### config.mk
export PLATFORM = sky130hd
export DESIGN_NAME = kf8253_bus_master_flat
export DESIGN_NICKNAME = d
export VERILOG_FILES = /design/src/rtl/kf8253_bus_master_if.sv /design/src/rtl/kf8253_bus_master.sv /design/src/flat_wrapper.sv
export SDC_FILE = /design/constraint.sdc
export NUM_CORES = 1
export LEC_CHECK = 0
export CAP_MARGIN = 20
export CORE_MARGIN = 2
export CORE_UTILIZATION = 50
export DETAILED_ROUTE_END_ITERATION = 8
export DONT_BUFFER_PORTS = 1
export HOLD_SLACK_MARGIN = 0.08
export SETUP_SLACK_MARGIN = 0.3
export SLEW_MARGIN = 20
export SYNTH_ARGS = -nofsm -noshare
export SYNTH_HDL_FRONTEND = slang
export SYNTH_SLANG_ARGS = --single-unit
### constraint.sdc
create_clock -name clock -period 2.84 [get_ports clock]
set_input_delay 0.426 -clock clock [delete_from_list [all_inputs] [get_ports clock]]
set_output_delay 0.426 -clock clock [all_outputs]
set_load 0.02 [all_outputs]
### src/rtl/kf8253_bus_master_if.sv
// Request/response handshake plus KF8253 PIT bus signals for kf8253_bus_master.
//   master modport : the bus master's view (takes requests, drives the PIT strobes)
//   slave modport  : the host sequencer + PIT view (issues requests, returns read data)
// Signals:
//   req_valid/req_ready       request handshake, accept = valid & ready
//   req_op/counter/rw/mode/bcd/count  request fields
//   done/err/rd_data          completion pulse, error flag and read result
//   pit_*                     CS#/RD#/WR#/A[1:0]/D[7:0] toward the PIT
interface kf8253_bus_master_if;
    logic        req_valid;
    logic        req_ready;
    logic        req_op;
    logic [1:0]  req_counter;
    logic [1:0]  req_rw;
    logic [2:0]  req_mode;
    logic        req_bcd;
    logic [15:0] req_count;
    logic        done;
    logic        err;
    logic [15:0] rd_data;
    logic        pit_chip_select_n;
    logic        pit_read_enable_n;
    logic        pit_write_enable_n;
    logic [1:0]  pit_address;
    logic [7:0]  pit_data_out;
    logic [7:0]  pit_data_in;

    modport master (
        input  req_valid, req_op, req_counter, req_rw, req_mode, req_bcd, req_count,
        input  pit_data_in,
        output req_ready, done, err, rd_data,
        output pit_chip_select_n, pit_read_enable_n, pit_write_enable_n,
        output pit_address, pit_data_out
    );

    modport slave (
        output req_valid, req_op, req_counter, req_rw, req_mode, req_bcd, req_count,
        output pit_data_in,
        input  req_ready, done, err, rd_data,
        input  pit_chip_select_n, pit_read_enable_n, pit_write_enable_n,
        input  pit_address, pit_data_out
    );
endinterface

### src/rtl/kf8253_bus_master.sv
// Bus initiator for a KF8253-style PIT. Accepts one request per handshake and runs it as a
// sequence of byte-wide bus cycles (SETUP -> STROBE -> HOLD -> RECOVER):
//   PROGRAM    : control word to A=3, then count LSB and/or MSB to A=SC
//   LATCH_READ : latch command to A=3, then read LSB and/or MSB from A=SC
// Ports:
//   clock  system clock
//   reset  synchronous, active-high
//   bus    kf8253_bus_master_if.master (request handshake, completion, PIT bus)
// All PIT outputs and done/err/rd_data are registered; they are computed from next state.
module kf8253_bus_master #(
    parameter int unsigned SETUP_CYCLES    = 1,
    parameter int unsigned STROBE_CYCLES   = 2,
    parameter int unsigned HOLD_CYCLES     = 1,
    parameter int unsigned RECOVERY_CYCLES = 1
) (
    input logic                 clock,
    input logic                 reset,
    kf8253_bus_master_if.master bus
);

    localparam logic [7:0] SetupLast    = 8'(SETUP_CYCLES - 1);
    localparam logic [7:0] StrobeLast   = 8'(STROBE_CYCLES - 1);
    localparam logic [7:0] HoldLast     = 8'(HOLD_CYCLES - 1);
    localparam logic [7:0] RecoveryLast = 8'(RECOVERY_CYCLES - 1);

    typedef enum logic [2:0] {
        StIdle,
        StSetup,
        StStrobe,
        StHold,
        StRecover,
        StDone
    } state_e;

    state_e      state_q, state_d;
    logic [7:0]  cnt_q, cnt_d;
    // Byte index within the request: 0 = control/latch word, 1 = LSB, 2 = MSB.
    logic [1:0]  byte_q, byte_d;

    logic        op_q, op_d;
    logic [1:0]  sc_q, sc_d;
    logic [1:0]  rw_q, rw_d;
    logic [2:0]  mode_q, mode_d;
    logic        bcd_q, bcd_d;
    logic [15:0] count_q, count_d;
    logic        inv_q, inv_d;
    logic [15:0] rd_buf_q, rd_buf_d;

    logic        cs_n_q, cs_n_d;
    logic        rd_n_q, rd_n_d;
    logic        wr_n_q, wr_n_d;
    logic [1:0]  addr_q, addr_d;
    logic [7:0]  dout_q, dout_d;
    logic        done_q, done_d;
    logic        err_q, err_d;
    logic [15:0] rd_data_q, rd_data_d;

    logic        accept;
    logic        req_invalid;
    logic        phase_last;
    logic        is_read_byte;
    logic [7:0]  ctrl_byte;

    assign bus.req_ready = (state_q == StIdle) && !reset;
    assign accept        = bus.req_valid && bus.req_ready;
    assign req_invalid   = (bus.req_counter == 2'd3) || (bus.req_rw == 2'b00);

    always_comb begin
        phase_last = 1'b0;
        case (state_q)
            StSetup:   phase_last = (cnt_q == SetupLast);
            StStrobe:  phase_last = (cnt_q == StrobeLast);
            StHold:    phase_last = (cnt_q == HoldLast);
            StRecover: phase_last = (cnt_q == RecoveryLast);
            default:   phase_last = 1'b0;
        endcase
    end

    // Next-state: request capture, phase sequencing, read-data sampling.
    always_comb begin
        state_d  = state_q;
        cnt_d    = cnt_q;
        byte_d   = byte_q;
        op_d     = op_q;
        sc_d     = sc_q;
        rw_d     = rw_q;
        mode_d   = mode_q;
        bcd_d    = bcd_q;
        count_d  = count_q;
        inv_d    = inv_q;
        rd_buf_d = rd_buf_q;

        unique case (state_q)
            StIdle: begin
                if (accept) begin
                    op_d     = bus.req_op;
                    sc_d     = bus.req_counter;
                    rw_d     = bus.req_rw;
                    mode_d   = bus.req_mode;
                    bcd_d    = bus.req_bcd;
                    count_d  = bus.req_count;
                    inv_d    = req_invalid;
                    rd_buf_d = 16'h0000;
                    cnt_d    = 8'd0;
                    byte_d   = 2'd0;
                    state_d  = req_invalid ? StDone : StSetup;
                end
            end
            StSetup, StHold: begin
                if (phase_last) begin
                    cnt_d   = 8'd0;
                    state_d = (state_q == StSetup) ? StStrobe : StRecover;
                end else begin
                    cnt_d = cnt_q + 8'd1;
                end
            end
            StStrobe: begin
                if (phase_last) begin
                    cnt_d   = 8'd0;
                    state_d = StHold;
                    // Sample on the edge that ends the strobe, RD# still low.
                    if (op_q && (byte_q == 2'd1)) rd_buf_d[7:0]  = bus.pit_data_in;
                    if (op_q && (byte_q == 2'd2)) rd_buf_d[15:8] = bus.pit_data_in;
                end else begin
                    cnt_d = cnt_q + 8'd1;
                end
            end
            StRecover: begin
                if (phase_last) begin
                    cnt_d = 8'd0;
                    // Byte 0 always has a follower since RW=00 is rejected at accept.
                    if (byte_q == 2'd0) begin
                        byte_d  = rw_q[0] ? 2'd1 : 2'd2;
                        state_d = StSetup;
                    end else if ((byte_q == 2'd1) && rw_q[1]) begin
                        byte_d  = 2'd2;
                        state_d = StSetup;
                    end else begin
                        state_d = StDone;
                    end
                end else begin
                    cnt_d = cnt_q + 8'd1;
                end
            end
            StDone:  state_d = StIdle;
            default: state_d = StIdle;
        endcase
    end

    // Registered bus outputs, derived from the state being entered.
    always_comb begin
        is_read_byte = op_d && (byte_d != 2'd0);
        ctrl_byte    = op_d ? {sc_d, 6'b00_0000} : {sc_d, rw_d, mode_d, bcd_d};

        cs_n_d = !((state_d == StSetup) || (state_d == StStrobe) || (state_d == StHold));
        wr_n_d = !((state_d == StStrobe) && !is_read_byte);
        rd_n_d = !((state_d == StStrobe) && is_read_byte);

        addr_d = addr_q;
        dout_d = dout_q;
        if (state_d == StSetup) begin
            addr_d = (byte_d == 2'd0) ? 2'd3 : sc_d;
            if (byte_d == 2'd0)      dout_d = ctrl_byte;
            else if (op_d)           dout_d = 8'h00;
            else if (byte_d == 2'd1) dout_d = count_d[7:0];
            else                     dout_d = count_d[15:8];
        end

        done_d    = (state_d == StDone);
        err_d     = (state_d == StDone) && inv_d;
        rd_data_d = rd_data_q;
        if (state_d == StDone) rd_data_d = inv_d ? 16'h0000 : rd_buf_d;
    end

    always_ff @(posedge clock) begin
        if (reset) begin
            state_q   <= StIdle;
            cnt_q     <= 8'd0;
            byte_q    <= 2'd0;
            op_q      <= 1'b0;
            sc_q      <= 2'd0;
            rw_q      <= 2'd0;
            mode_q    <= 3'd0;
            bcd_q     <= 1'b0;
            count_q   <= 16'h0000;
            inv_q     <= 1'b0;
            rd_buf_q  <= 16'h0000;
            cs_n_q    <= 1'b1;
            rd_n_q    <= 1'b1;
            wr_n_q    <= 1'b1;
            addr_q    <= 2'd0;
            dout_q    <= 8'h00;
            done_q    <= 1'b0;
            err_q     <= 1'b0;
            rd_data_q <= 16'h0000;
        end else begin
            state_q   <= state_d;
            cnt_q     <= cnt_d;
            byte_q    <= byte_d;
            op_q      <= op_d;
            sc_q      <= sc_d;
            rw_q      <= rw_d;
            mode_q    <= mode_d;
            bcd_q     <= bcd_d;
            count_q   <= count_d;
            inv_q     <= inv_d;
            rd_buf_q  <= rd_buf_d;
            cs_n_q    <= cs_n_d;
            rd_n_q    <= rd_n_d;
            wr_n_q    <= wr_n_d;
            addr_q    <= addr_d;
            dout_q    <= dout_d;
            done_q    <= done_d;
            err_q     <= err_d;
            rd_data_q <= rd_data_d;
        end
    end

    assign bus.pit_chip_select_n  = cs_n_q;
    assign bus.pit_read_enable_n  = rd_n_q;
    assign bus.pit_write_enable_n = wr_n_q;
    assign bus.pit_address        = addr_q;
    assign bus.pit_data_out       = dout_q;
    assign bus.done               = done_q;
    assign bus.err                = err_q;
    assign bus.rd_data            = rd_data_q;

endmodule

### src/flat_wrapper.sv
// flat-port wrapper written by rule: the top's interface ports become plain ports
module kf8253_bus_master_flat 
#(
    parameter int unsigned SETUP_CYCLES    = 1,
    parameter int unsigned STROBE_CYCLES   = 2,
    parameter int unsigned HOLD_CYCLES     = 1,
    parameter int unsigned RECOVERY_CYCLES = 1
)
  (clock, reset, bus_req_valid, bus_req_op, bus_req_counter, bus_req_rw, bus_req_mode, bus_req_bcd, bus_req_count, bus_pit_data_in, bus_req_ready, bus_done, bus_err, bus_rd_data, bus_pit_chip_select_n, bus_pit_read_enable_n, bus_pit_write_enable_n, bus_pit_address, bus_pit_data_out);
  kf8253_bus_master_if bus_i ();
  input logic clock;
  input logic reset;
  input wire logic [$bits(bus_i.req_valid)-1:0] bus_req_valid;
  input wire logic [$bits(bus_i.req_op)-1:0] bus_req_op;
  input wire logic [$bits(bus_i.req_counter)-1:0] bus_req_counter;
  input wire logic [$bits(bus_i.req_rw)-1:0] bus_req_rw;
  input wire logic [$bits(bus_i.req_mode)-1:0] bus_req_mode;
  input wire logic [$bits(bus_i.req_bcd)-1:0] bus_req_bcd;
  input wire logic [$bits(bus_i.req_count)-1:0] bus_req_count;
  input wire logic [$bits(bus_i.pit_data_in)-1:0] bus_pit_data_in;
  output wire logic [$bits(bus_i.req_ready)-1:0] bus_req_ready;
  output wire logic [$bits(bus_i.done)-1:0] bus_done;
  output wire logic [$bits(bus_i.err)-1:0] bus_err;
  output wire logic [$bits(bus_i.rd_data)-1:0] bus_rd_data;
  output wire logic [$bits(bus_i.pit_chip_select_n)-1:0] bus_pit_chip_select_n;
  output wire logic [$bits(bus_i.pit_read_enable_n)-1:0] bus_pit_read_enable_n;
  output wire logic [$bits(bus_i.pit_write_enable_n)-1:0] bus_pit_write_enable_n;
  output wire logic [$bits(bus_i.pit_address)-1:0] bus_pit_address;
  output wire logic [$bits(bus_i.pit_data_out)-1:0] bus_pit_data_out;
  assign bus_i.req_valid = bus_req_valid;
  assign bus_i.req_op = bus_req_op;
  assign bus_i.req_counter = bus_req_counter;
  assign bus_i.req_rw = bus_req_rw;
  assign bus_i.req_mode = bus_req_mode;
  assign bus_i.req_bcd = bus_req_bcd;
  assign bus_i.req_count = bus_req_count;
  assign bus_i.pit_data_in = bus_pit_data_in;
  assign bus_req_ready = bus_i.req_ready;
  assign bus_done = bus_i.done;
  assign bus_err = bus_i.err;
  assign bus_rd_data = bus_i.rd_data;
  assign bus_pit_chip_select_n = bus_i.pit_chip_select_n;
  assign bus_pit_read_enable_n = bus_i.pit_read_enable_n;
  assign bus_pit_write_enable_n = bus_i.pit_write_enable_n;
  assign bus_pit_address = bus_i.pit_address;
  assign bus_pit_data_out = bus_i.pit_data_out;
  kf8253_bus_master #(.SETUP_CYCLES(SETUP_CYCLES), .STROBE_CYCLES(STROBE_CYCLES), .HOLD_CYCLES(HOLD_CYCLES), .RECOVERY_CYCLES(RECOVERY_CYCLES)) u_core (.clock(clock), .reset(reset), .bus(bus_i));
endmodule
**Yosys cells after proc, flatten, opt, wreduce, memory -nomap -nowiden**

Index checks and enable logic that the tools add are counted.

- Register bits after elaboration: 86
- Input port bits: 36
- Output and inout port bits: 32
- Word-level logic and storage cells: 106

- Add/sub/neg operators: 1
- Eq/ne operators: 14
- Mux-type cells: 44
- Reductions and logical operators: 28

Operator list:

| operator | number |
|---|---|
| $mux 16 | 5 |
| $mux 8 | 7 |
| $pmux 16 s2 | 1 |
| $mux 3 | 10 |
| $mux 2 | 10 |
| $pmux 8 s2 | 1 |
| $eq 3x2->1 const B | 4 |
| $pmux 3 s4 | 1 |
| $logic_and 1x1->1 | 9 |
| $add 8x1->8 const B | 1 |
| $eq 8x1->1 const B | 1 |
| $logic_not 8->1 | 1 |
| $eq 3x1->1 const B | 2 |
| $eq 3x3->1 const B | 2 |
| $logic_not 2->1 | 3 |
| $mux 1 | 6 |
| $mux 6 | 1 |
| $logic_not 1->1 | 5 |
| $eq 2x1->1 const B | 2 |
| $eq 2x2->1 const B | 2 |
| $pmux 2 s2 | 1 |
| $reduce_bool 2->1 | 2 |
| $reduce_or 4->1 | 1 |
| $logic_not 3->1 | 1 |
| other kinds (6) | 8 |

**Logic depth before layout (Yosys ltp)**

- Depth after elaboration: 11
- Gate-level depth with buffers: 9

**Least setup slack after synthesis**

OpenSTA, ideal clock, no wires.

- Path type: in2reg
- Start: input reset
- End: register u_core.dout_q[0] (netlist: u_core.bus.pit_data_out[0])
- Setup time: 0.122 ns
- Data arrival time: 2.367 ns
- Data required time: 2.718 ns
- Path slack: 0.351 ns
- Stages on the path: 8
- Buffers on the path: 3
- Cells stage by stage: clkbuf_1 -> nor4_2 -> and2_1 -> buf_4 -> buf_2 -> mux2i_1 -> mux2i_1 -> a221o_1

- Word-level cells in the longest chain between the ends: 9
- Elaborated cells between the ends (all ways): 20
- Classes of those cells: eq/ne (2); mux (14); reduce/logical (4)

RTL lines:

| what | line | RTL |
|---|---|---|
| from (decl) | flat_wrapper.sv:12 | `input logic reset;` |
| $logic_not 1->1 * | kf8253_bus_master.sv:64 | `assign bus.req_ready = (state_q == StIdle) && !reset;` |
| $logic_and 1x1->1 * | kf8253_bus_master.sv:64 |  |
| net bus_req_ready | flat_wrapper.sv:21 | `output wire logic [$bits(bus_i.req_ready)-1:0] bus_req_ready;` |
| $logic_and 1x1->1 * | kf8253_bus_master.sv:65 | `assign accept = bus.req_valid && bus.req_ready;` |
| $mux 2 | kf8253_bus_master.sv:95 | `if (accept) begin` |
| $pmux 2 s2 | kf8253_bus_master.sv:93 | `unique case (state_q)` |
| $eq 2x1->1 | kf8253_bus_master.sv:165 | `else if (byte_d == 2'd1) dout_d = count_d[7:0];` |
| $mux 8 | kf8253_bus_master.sv:165 |  |
| $mux 8 | kf8253_bus_master.sv:164 | `else if (op_d) dout_d = 8'h00;` |
| $mux 8 | kf8253_bus_master.sv:163 | `if (byte_d == 2'd0) dout_d = ctrl_byte;` |
| to (signal assigned) | kf8253_bus_master.sv:212 | `dout_q <= dout_d;` |
| to (decl) | kf8253_bus_master.sv:53 | `logic [7:0] dout_q, dout_d;` |

Mark *: on every way through the listed nets, which the timed path passes. The rest lies on a longest branch.
A chain may end at the register's enable or synchronous reset.

**Final worst setup path**

- Start: register u_core.cnt_q[0]
- End: register u_core.addr_q[0] (netlist: u_core.bus.pit_address[0])

- Word-level cells in the longest chain between the ends: 6
- Elaborated cells between the ends (all ways): 12
- Classes of those cells: eq/ne (2); mux (8); reduce/logical (2)

RTL lines:

| what | line | RTL |
|---|---|---|
| from (decl) | kf8253_bus_master.sv:36 | `logic [7:0] cnt_q, cnt_d;` |
| from (signal assigned) | kf8253_bus_master.sv:198 | `cnt_q <= cnt_d;` |
| $eq 8x1->1 or $logic_not 8->1 (tied branches) | -- |  |
| $pmux 1 s2 * | kf8253_bus_master.sv:70 | `case (state_q)` |
| $mux 2 | kf8253_bus_master.sv:129 | `if (phase_last) begin` |
| $pmux 2 s2 | kf8253_bus_master.sv:93 |  |
| $logic_not 2->1 | kf8253_bus_master.sv:162 | `addr_d = (byte_d == 2'd0) ? 2'd3 : sc_d;` |
| $mux 2 | kf8253_bus_master.sv:162 |  |
| to (signal assigned) | kf8253_bus_master.sv:211 | `addr_q <= addr_d;` |
| to (decl) | kf8253_bus_master.sv:52 | `logic [1:0] addr_q, addr_d;` |

Every way passes the cells marked *; elsewhere a longest branch is shown, timed or not.

==> metrics.cfg <==
[clock_tree]
clock-root-buffer=clkbuf_8
cts_tree=built
clk_pin_slew_ns=0.08
htree_num_levels=3
numCtsBuffers=9
cts_buffer_depth=2
cts_sinks=86
clk_latency_ns=0.35
hold_buffers=0
post-cts-setup-buffers=0

[final_layout]
multi_input_area_sq_um=1850
insertedDiodeCount=0
syn2layout_area_growth_pct=10.1
fillers=662
layout.nets=441
final-instance-count-excl-fill=505
final-seq-area_sq_um=1730
most-common-layout-cells=dfxtp_1 (81), nor2_1 (71), nand2_1 (45)
final_common_cell=dfxtp_1
drive_gt1_share_pct=12.3

[setup_path]
crit_type=reg -> reg
critPathLaunchType=register
max_stage_delay_ns=0.39
path_cells=inv_1 > ha_1 > and2_1 > a211oi_4 > buf_4 > o31ai_4 > and2_4 > or2_2 > a311oi_1
cp_slowest_cell=dfxtp_4
cp.arrival_ns=2.64
required_ns=3.10
crit_family=compound AO/OA/AOI/OAI gates
endpoint_kind=register
crit_fanout=8
crit_buf_inv=2

[global_route]
use_met2_pct=30.0
grt_pass1_vias=2594
grtUsageMet1_pct=29.9
grt_pass1_wl_um=12800
grt_max_degree=64
use_met3_pct=6.67
track_usage_pct=20.8
grt_overflow=0
antenna_found_initial=0
grt-busiest-layer=met2

[pwr]
p_sw_mw=0.850
peakVddDrop_mv=0.286
comb_power_share_pct=18.2
cellLeakagePower_nw=1.48
netSwitchingFraction_pct=30.1
pwr-share-seq_pct=48.9
power.total_mw=2.82
clockPowerShare_pct=32.9
p_int_mw=1.97
p_per_area_nw_per_um2=699

[synth]
syn_area_per_cell_sq_um=9.11
async_flop_share_pct=0
netlist_area_sq_um=3660
seq_area_frac_synth_pct=47.0
yosys_warnings=0
synth_nets=441
ys_seq_elements=86
synth-edff-count=0
ys_types=56
synthesis.instances=402
synthFlopType=dfxtp_1

[floorplanning]
start_util_pct=51.0
die_y_um=89.6
die-area_sq_um=8030
core_sq_um=7180
ioPinCount=68
fp.dieW_um=89.6
rows=31

[timing]
setup-tns-final_ns=0
hold_slack_ns=0.137
rsz0062_at_grt=no
drv_slew=0
max_clock_freq_mhz=421
finalSetupViolations=0
fin_crit_sh_pct=83.7
period_minus_slack_ns=2.38
finalHoldViolCount=0
fin_skew_ns=0.0116
worst_pin_slew_ns=0.731
relSlewSlack_pct=50.9

[run_status]
status=finished, final reports clean

[routing]
drc=0
drt-wirelength-per-cell_um=15.7
via_per_inst=5.53
dr.first_iter.drc_count=124
ant_nets=0
dr_total_vias=2792
first_pass_iters=4
wl_um=7940

[worst_hold_path]
hold_class=in -> reg

[job]
drv_cap=0

[placement]
portBuffers=0
dpl.hpwl_um=5490
gp_congestion=0.830
dp.cells=490

[final timing paths]
kind	endpoint	startpoint	slack [ns]	cells after the start
hold / removal	u_core.mode_q[2]	reset	0.14	1
setup reg to reg	u_core.bus.pit_address[0]	u_core.cnt_q[0]	0.46	9
setup / recovery	u_core.bus.pit_address[0]	u_core.cnt_q[0]	0.46	9
hold reg to reg	u_core.count_q[15]	u_core.count_q[15]	0.45	2
[synth_stat cells (7+ instances only)]
cell type | number | area [sq um]
dfxtp_1 | 86 | 1720
o2bb2ai_1 | 17 | 149
mux2i_1 | 27 | 270
nor2_1 | 71 | 267
nor2b_1 | 8 | 50.1
xor2_1 | 7 | 61.3
nand3_1 | 12 | 60.1
a21oi_1 | 28 | 140
clkbuf_1 | 14 | 52.6
nand2_1 | 45 | 169
[power by group through the flow]
| stage | sequential [mW] | clock, mW | combinational, mW |
|---|---|---|---|
| after floorplan | 1.36 | 0 | 0.418 |
| after global placement | 1.40 | 0 | 0.497 |
| after global routing | 1.39 | 0.993 | 0.573 |
| after detailed placement | 1.40 | 0 | 0.500 |
| after CTS | 1.37 | 0.941 | 0.504 |
| final | 1.38 | 0.929 | 0.513 |
[cells by family (layout without fill, tap and decap cells)]
family | count (synthesis) | count (layout) | share of synthesized area, %
fa+ha+maj | 3 | 3 | 1.03
compound gates | 73 | 73 | 15.3
flops | 86 | 86 | 47.0
buf+inv | 27 | 31 | 3.38
xor+xnor | 10 | 10 | 2.39
mux | 27 | 27 | 7.38
simple gates | 176 | 176 | 23.5
[metrics by stage]
step | util, % | cell area [sq um] | worst slack [ns]
after global routing | 56.2 | 4030 | 0.286
final | 56.2 | 4030 | 0.463
after CTS | 55.7 | 4000 | 0.311
after global placement | 52.7 | 3780 | 0.382
after floorplan | - | 3660 | 0.351
after detailed placement | 52.7 | 3780 | 0.321
[sequential cells by signal, indices dropped and copies added (netlist names), 3 cells and up]
name / count
u_core.bus.rd_data: 16
u_core.count_q: 16
u_core.rd_buf_q: 16
u_core.bus.pit_data_out: 8
u_core.cnt_q: 8
u_core.mode_q: 3
u_core.state_q: 3
[metal layers]
layer	part of all wire, %	wire [um]	vias up
met5	0	0	-
met4	1.0	83	0
met3	6.3	498	7
met2	44	3530	69
met1	48	3830	1315
li1	-	-	1401
[final cells by class]
cell class / count / share of cell area, %
Clock inverter: 6 / 2.17
Clock buffer: 9 / 3.07
Sequential cell: 86 / 42.9
Inverter: 4 / 0.372
Multi-Input combinational cell: 289 / 45.8
Tap cell: 99 / 3.07
Timing Repair Buffer: 12 / 2.54
[what timing repair did]
item,4_1_cts,5_1_grt
endpoints found under the hold margin,0,0
gates cloned,0,0
resized for setup,0,10
pin swaps,1,2
setup endpoints to repair,1,35
Note: power is estimated with default switching activity, not from simulation.
